### src/rtl/conv3x3_mac.sv
// 3x3 convolution MAC: one time-shared signed multiplier, 9 MAC cycles per window, 8-bit pixel out.
// Define CONV_SAT_EN to clamp the output pixel to 0..255; otherwise the low 8 bits wrap.
module conv3x3_mac #(
  parameter int WIDTH     = 9,
  parameter int ACC_WIDTH = 22,
  parameter int SHIFT     = 0
) (
  input  logic                    clk,
  input  logic                    reset,
  input  logic                    window_valid,
  input  logic [9*WIDTH-1:0]      window,
  output logic                    in_ready,
  input  logic                    coef_we,
  input  logic [3:0]              coef_addr,
  input  logic signed [WIDTH-1:0] coef_data,
  output logic [7:0]              pixel_out,
  output logic                    pixel_valid,
  output logic                    overrun
);

  typedef enum logic [1:0] {IDLE, MAC, OUT} state_t;

  localparam logic signed [ACC_WIDTH-1:0] PIX_MAX = ACC_WIDTH'(255);

  state_t                        state;
  logic signed [WIDTH-1:0]       win_lat [9];
  logic signed [WIDTH-1:0]       coef    [9];
  logic [3:0]                    k;
  logic signed [ACC_WIDTH-1:0]   acc;
  logic signed [2*WIDTH-1:0]     prod;
  logic signed [ACC_WIDTH-1:0]   prod_ext;
  logic signed [ACC_WIDTH-1:0]   shifted;

  function automatic logic [7:0] to_pixel(input logic signed [ACC_WIDTH-1:0] r);
`ifdef CONV_SAT_EN
    if (r[ACC_WIDTH-1])
      return 8'd0;
    else if (r > PIX_MAX)
      return 8'd255;
    else
      return r[7:0];
`else
    return r[7:0];
`endif
  endfunction

  assign prod     = win_lat[k] * coef[k];
  assign prod_ext = {{(ACC_WIDTH-2*WIDTH){prod[2*WIDTH-1]}}, prod};
  assign shifted  = acc >>> SHIFT;

  always_ff @(posedge clk) begin
    if (reset) begin
      state       <= IDLE;
      in_ready    <= 1'b1;
      k           <= '0;
      acc         <= '0;
      pixel_out   <= '0;
      pixel_valid <= 1'b0;
      overrun     <= 1'b0;
      for (int i = 0; i < 9; i++)
        coef[i] <= (i == 4) ? WIDTH'(1) : '0;
    end else begin
      pixel_valid <= 1'b0;
      if (window_valid && state != IDLE)
        overrun <= 1'b1;
      case (state)
        // Idle: accept coefficient writes and the next window
        IDLE: begin
          if (coef_we && coef_addr <= 4'd8)
            coef[coef_addr] <= coef_data;
          if (window_valid) begin
            for (int i = 0; i < 9; i++)
              win_lat[i] <= $signed(window[i*WIDTH +: WIDTH]);
            acc      <= '0;
            k        <= '0;
            in_ready <= 1'b0;
            state    <= MAC;
          end
        end
        // Mac: one product per cycle, k walks 0..8
        MAC: begin
          acc <= acc + prod_ext;
          k   <= k + 4'd1;
          if (k == 4'd8)
            state <= OUT;
        end
        // Out: shift, convert and publish the pixel
        OUT: begin
          pixel_out   <= to_pixel(shifted);
          pixel_valid <= 1'b1;
          in_ready    <= 1'b1;
          state       <= IDLE;
        end
        default: begin
          state    <= IDLE;
          in_ready <= 1'b1;
        end
      endcase
    end
  end

endmodule

### config.mk
export PLATFORM = sky130hd
export DESIGN_NAME = conv3x3_mac
export DESIGN_NICKNAME = d
export VERILOG_FILES = /design/src/rtl/conv3x3_mac.sv
export SDC_FILE = /design/constraint.sdc
export NUM_CORES = 1
export LEC_CHECK = 0
export BUFFER_PORTS_ARGS = -buffer_cell sky130_fd_sc_hd__buf_4
export CAP_MARGIN = 20
export CELL_PAD_IN_SITES_DETAIL_PLACEMENT = 0
export CELL_PAD_IN_SITES_GLOBAL_PLACEMENT = 2
export CORE_ASPECT_RATIO = 2
export CORE_MARGIN = 2
export CORE_UTILIZATION = 46
export CTS_CLUSTER_SIZE = 8
export DETAILED_ROUTE_END_ITERATION = 16
export HOLD_SLACK_MARGIN = 0.02
export PLACE_DENSITY = 0.84
export SLEW_MARGIN = 20
export SYNTH_ARGS = -nofsm -noshare
export SYNTH_HDL_FRONTEND = slang
export SYNTH_SLANG_ARGS = --single-unit
### constraint.sdc
create_clock -name clk -period 8.3 [get_ports clk]
set_input_delay 0.415 -clock clk [delete_from_list [all_inputs] [get_ports clk]]
set_output_delay 0.415 -clock clk [all_outputs]
set_load 0.02 [all_outputs]
---- Word-level counts from Yosys, hierarchy flattened ----
Memory sizes are Yosys's and may differ from the RTL's. A register that Yosys moved wholly into a read port is not among the register bits.
Index checks and enable logic that the tools add are counted.
cells by class
  bitwise logic cells ..................... 1
  multipliers ............................. 1
  add/sub/neg operators ................... 2
  reduce and logical (&&, ||, !) cells .... 9
  muxes and demuxes ....................... 27
  equal/unequal tests ..................... 5
  $lt $le $gt $ge ......................... 1
operators with widths
  kind                                            number
  case mux 22 bit (2 select lines)                1
  two-way mux 4 bit                               6
  adder 22 x 18 -> 22 bit                         1
  two-way mux 22 bit                              1
  multiplier 9 x 9 -> 18 bit                      1
  two-way mux 1 bit                               13
  two-way mux 9 bit                               1
  OR reduction 9 bit                              1
  case mux 4 bit (2 select lines)                 1
  AND reduction 2 bit                             3
  adder 4 x 1 -> 4 bit (second input constant)    1
  == test 4 bit (second input constant)           1
  <= comparator 4 bit (second input constant)     1
  two-way mux 2 bit                               2
  != test 2 bit (second input constant)           2
  case mux 2 bit (2 select lines)                 1
  nonzero test 2 bit                              2
  == test 2 x 1 -> 1 bit (second input constant)  1
  == test 2 bit (second input constant)           1
  logical AND 1 bit                               2
  logical NOT 2 bit                               1
  case mux 1 bit (2 select lines)                 1
  NOT 1 bit                                       1
storage, ports and cells
  RAM bits ................................ 162
  memories kept ........................... 2
  input bits .............................. 98
  register bits ........................... 39
  logic and storage cells ................. 55
memories
  memory   depth  bits a word  read ports  clocked after Yosys merged registers in  write ports  RTL line  RTL
  coef     9      9            1           1                                        9            27        logic signed [WIDTH-1:0] coef [9];
  win_lat  9      9            1           1                                        9            26        logic signed [WIDTH-1:0] win_lat [9];

---- Logic depth before layout (Yosys ltp) ----
  word-level depth ........................ 8
  mapped depth ............................ 26
  depth with buffers taken out ............ 21

---- Least setup slack after synthesis ----
OpenSTA, ideal clock, no wires.
  path type ............................... flip-flop to flip-flop
  from .................................... register (tool-made name)
  to ...................................... register acc[7]
  stages on the path, launching flop included .. 24
  setup slack ............................. 2,710 ps
  arrival ................................. 5,521 ps
  period minus slack after synthesis ...... 5,590 ps
  buffers on the path ..................... 4
  data required time ...................... 8,231 ps
  cell sequence ........................... dfxtp_1 buf_6 buf_8 buf_12 buf_12 mux4_2 mux4_2 nand2_1 fa_1 inv_1 fa_1 ha_1 fa_1 inv_1 fa_1 inv_1 ha_1 inv_1 o21bai_1 a21oi_1 xnor2_1 xnor2_1 xnor3_1 o21ai_1
RTL lines
  item                  RTL line  RTL
  end signal, assigned  82        acc <= acc + prod_ext;
  end, declared         29        logic signed [ACC_WIDTH-1:0] acc;

==> impl_results.md <==
- Global router's overall resource usage: 18.4%
- Share of layout cells above drive strength 1: 25.1%
- Mapped Cells: 677
- Final Core Density: 56.0%
- Initial antenna violation count: 0
- WP buf/inv: 5
- GR Util met1: 21.8%
- P per Cell Area: 240 mW/mm^2
- Setup CP Type: flop to flop
- Clock slew at reported path FFs: 0.05 ns
- Post-Syn Area: 0.0104 sq mm
- Worst Path Required: 8.72 ns
- Final setup violation count: 0
- Final Max Tran Viols: 0
- Status: finished clean
- Max-cap viol count: 0
- Global-route wire length before repair: 34.0 mm
- Worst slack, placed: 1.86 ns
- CTS tree: built
- Net Sw Power: 719 uW
- Drt first pass iters: 4
- Slew HR: 34.5%
- 1st-iter DRT viols: 348
- Setup Skew: 0.0154 ns
- # rows: 78
- GR Util met2: 33.5%
- RR Endpoint: acc[7]
- Fillers: 1889
- Num ports: 109
- Critical path endpoint: acc[7]
- Cell Int Power: 2.30 mW
- Netlist cell types: 53
- Post-route worst setup slack: 1.97 ns
- CP max stage delay: 0.80 ns
- Final hold vios: 0
- Avg Synthesized Cell Area: 15.4 sq um
- Levels on crit path: 20
- Initial Utilization: 46.5%
- Setup bufs post-CTS: 0
- Tcrit/Tclk final: 76.3%
- DP HPWL: 14.9 mm
- Largest net degree at the start of global routing: 74
- Root buf cell: clkbuf_16
- Hold_buf cts: 0
- Most common cell after layout, fill and taps aside: edfxtp_1
- Inserted Diodes: 0
- Clk pwr share: 40.2%
- Die area: 0.0240 sq mm
- Sw Ratio: 23.8%
- Crit. End Element: flop
- Synth Warn #: 0
- Fin crit period: 6.33 ns
- Die Height: 217 um
- Share of total power in combinational logic: 14.8%
- Met3 Usage GRT: 3.17%
- Setup TNS: 0 ns
- DRT Wirelength: 21.9 mm
- Nets: 992
- Worst-margin pin slew: 0.983 ns
- Worst hold path class: input pin to flop
- RSZ-0062 raised after global routing: false
- Post-CTS Resized: 0
- Worst R2R Path Depth: 20
- Synthesized flop and latch total: 229
- DR DRC count: 0
- Crit-path max FO: 23
- GRT overflow: 0
- Sequential share of the synthesized area: 63.1%
- Total number of vias: 5872
- Vias in the first global route: 6177
- Placed cell area: 0.0116 sq mm
- Clk_lat worst skew: 0.49 ns
- Fmax: 158 MHz
- Worst Path Arrival: 6.75 ns
- Crit-path cells: buf_4 > mux4_2 > mux4_2 > nand2_1 > fa_1 > inv_1 > fa_1 > ha_1 > fa_1 > inv_1 > fa_1 > inv_1 > ha_1 > inv_1 > o21bai_1 > a21oi_1 > xnor2_1 > xnor2_1 > xnor3_1 > o21ai_1
- Core area: 0.0224 sq mm
- Post-route ant nets: 0
- Max clock buf depth: 3
- TritonCTS Sinks: 229
- Peak VDD IR: 0.172 mV
- Final Wtd Congestion: 0.744
- Critical path's slowest cell: dfxtp_1
- P&R area growth vs syn: 20.3%
- Average wire per standard cell: 19.2 um
- Sequential share of power: 45.0%
- Leakage: 4.85 nW
- Crit start category: flop
- CTS H-tree lvls: 2
- Design area: 0.0126 sq mm
- Hold slack: 0.0970 ns
- Chip Width: 111 um
- Port bufs: 98
- Routed vias/inst: 5.15
- CTS Buf Count: 34
- Flop2flop setup slack: 1.97 ns
- Commonest cells after routing, fill and taps aside: edfxtp_1 (200), buf_4 (109), and2_1 (76)
- Delay-heaviest family, CP: adder cells
- Gr busiest metal: met2
[registers in the layout (all words and copies together) (netlist names), named ones only]
signal	cells
win_lat	72
in_ready	1
pixel_valid	1
coef	128
overrun	1
k	4
acc	8
state	2
pixel_out	8
[cell usage after synthesis (all sizes together)]
cell	instances	share of area (%)
and3	1	0.060
nor2	30	1.1
xnor2	12	1.0
a21o	3	0.23
o22ai	5	0.30
inv	29	1.0
a2111oi	2	0.18
nor2b	15	0.90
a31oi	1	0.12
nand3	9	0.53
ha	28	3.4
dfxtp	29	5.6
a221o	2	0.19
nand3b	1	0.072
conb	1	0.036
nand2	50	1.8
xnor3	2	0.43
buf	15	1.4
and2	77	4.6
fa	16	3.1
nand4b	1	0.084
a211oi	2	0.14
or2	9	0.54
clkbuf	12	0.43
mux2	13	1.4
a22o	2	0.17
mux4	41	9.0
o31ai	1	0.12
xor2	4	0.41
nand2b	10	0.60
nor3	6	0.29
o21bai	3	0.22
o41ai	1	0.084
a22oi	15	1.1
a211o	1	0.084
edfxtp	200	58
mux2i	9	0.86
o21ai	5	0.24
a21oi	13	0.73
or3	1	0.060
[metrics by stage]
step / total power [mW] / std cells
finish: 3.02 / 1141
global route: 3.17 / 1141
CTS: 3.06 / 1141
detailed placement: 1.84 / 1094
global placement: 1.83 / 1094
floorplan: 1.70 / 732
[worst min path at each step]
stage,start,to,cells past startpoint
after global routing,window[50],win_lat[5][5],1
after global placement,overrun,overrun,2
final,window[19],win_lat[2][1],1
after detailed placement,overrun,overrun,2
after CTS,window[40],win_lat[4][4],1
after floorplan,acc[0],pixel_out[0],2
[layout make-up]
type / count / area [sq um] / area share, %
well taps: 280 / 350 / 2.79
multi-input cells: 447 / 3770 / 30.0
flip-flops and latches: 229 / 6590 / 52.5
clock inverters: 2 / 13.8 / 0.110
repair buffers: 109 / 818 / 6.51
clock buffers: 45 / 913 / 7.27
inverters: 29 / 109 / 0.866
[layer usage]
layer | vias up | part of all wire (%)
met5 | - | 0
met4 | 0 | 2.9
met3 | 36 | 4.4
met2 | 140 | 54
met1 | 2918 | 39
li1 | 2778 | -
[power groups by stage]
stage                     combinational (mW)  clock (mW)  sequential (mW)
after floorplan                        0.342           0             1.36
after global routing                   0.512        1.29             1.37
final                                  0.446        1.21             1.36
after CTS                              0.458        1.24             1.36
after global placement                 0.450           0             1.38
after detailed placement               0.453           0             1.38
[logic make-up after synthesis]
kind of cell / Yosys count / share of synthesized area [%]
flip-flops: 229 / 63.1
adder cells (fa/ha/maj): 44 / 6.42
multiplexers: 63 / 11.2
XOR/XNOR: 18 / 1.85
other: 1 / 0.0359
AND/OR/NAND/NOR: 210 / 10.6
buffers and inverters: 56 / 2.88
AO/OA/AOI/OAI: 56 / 3.88
Power figures use the tool's default switching activity.
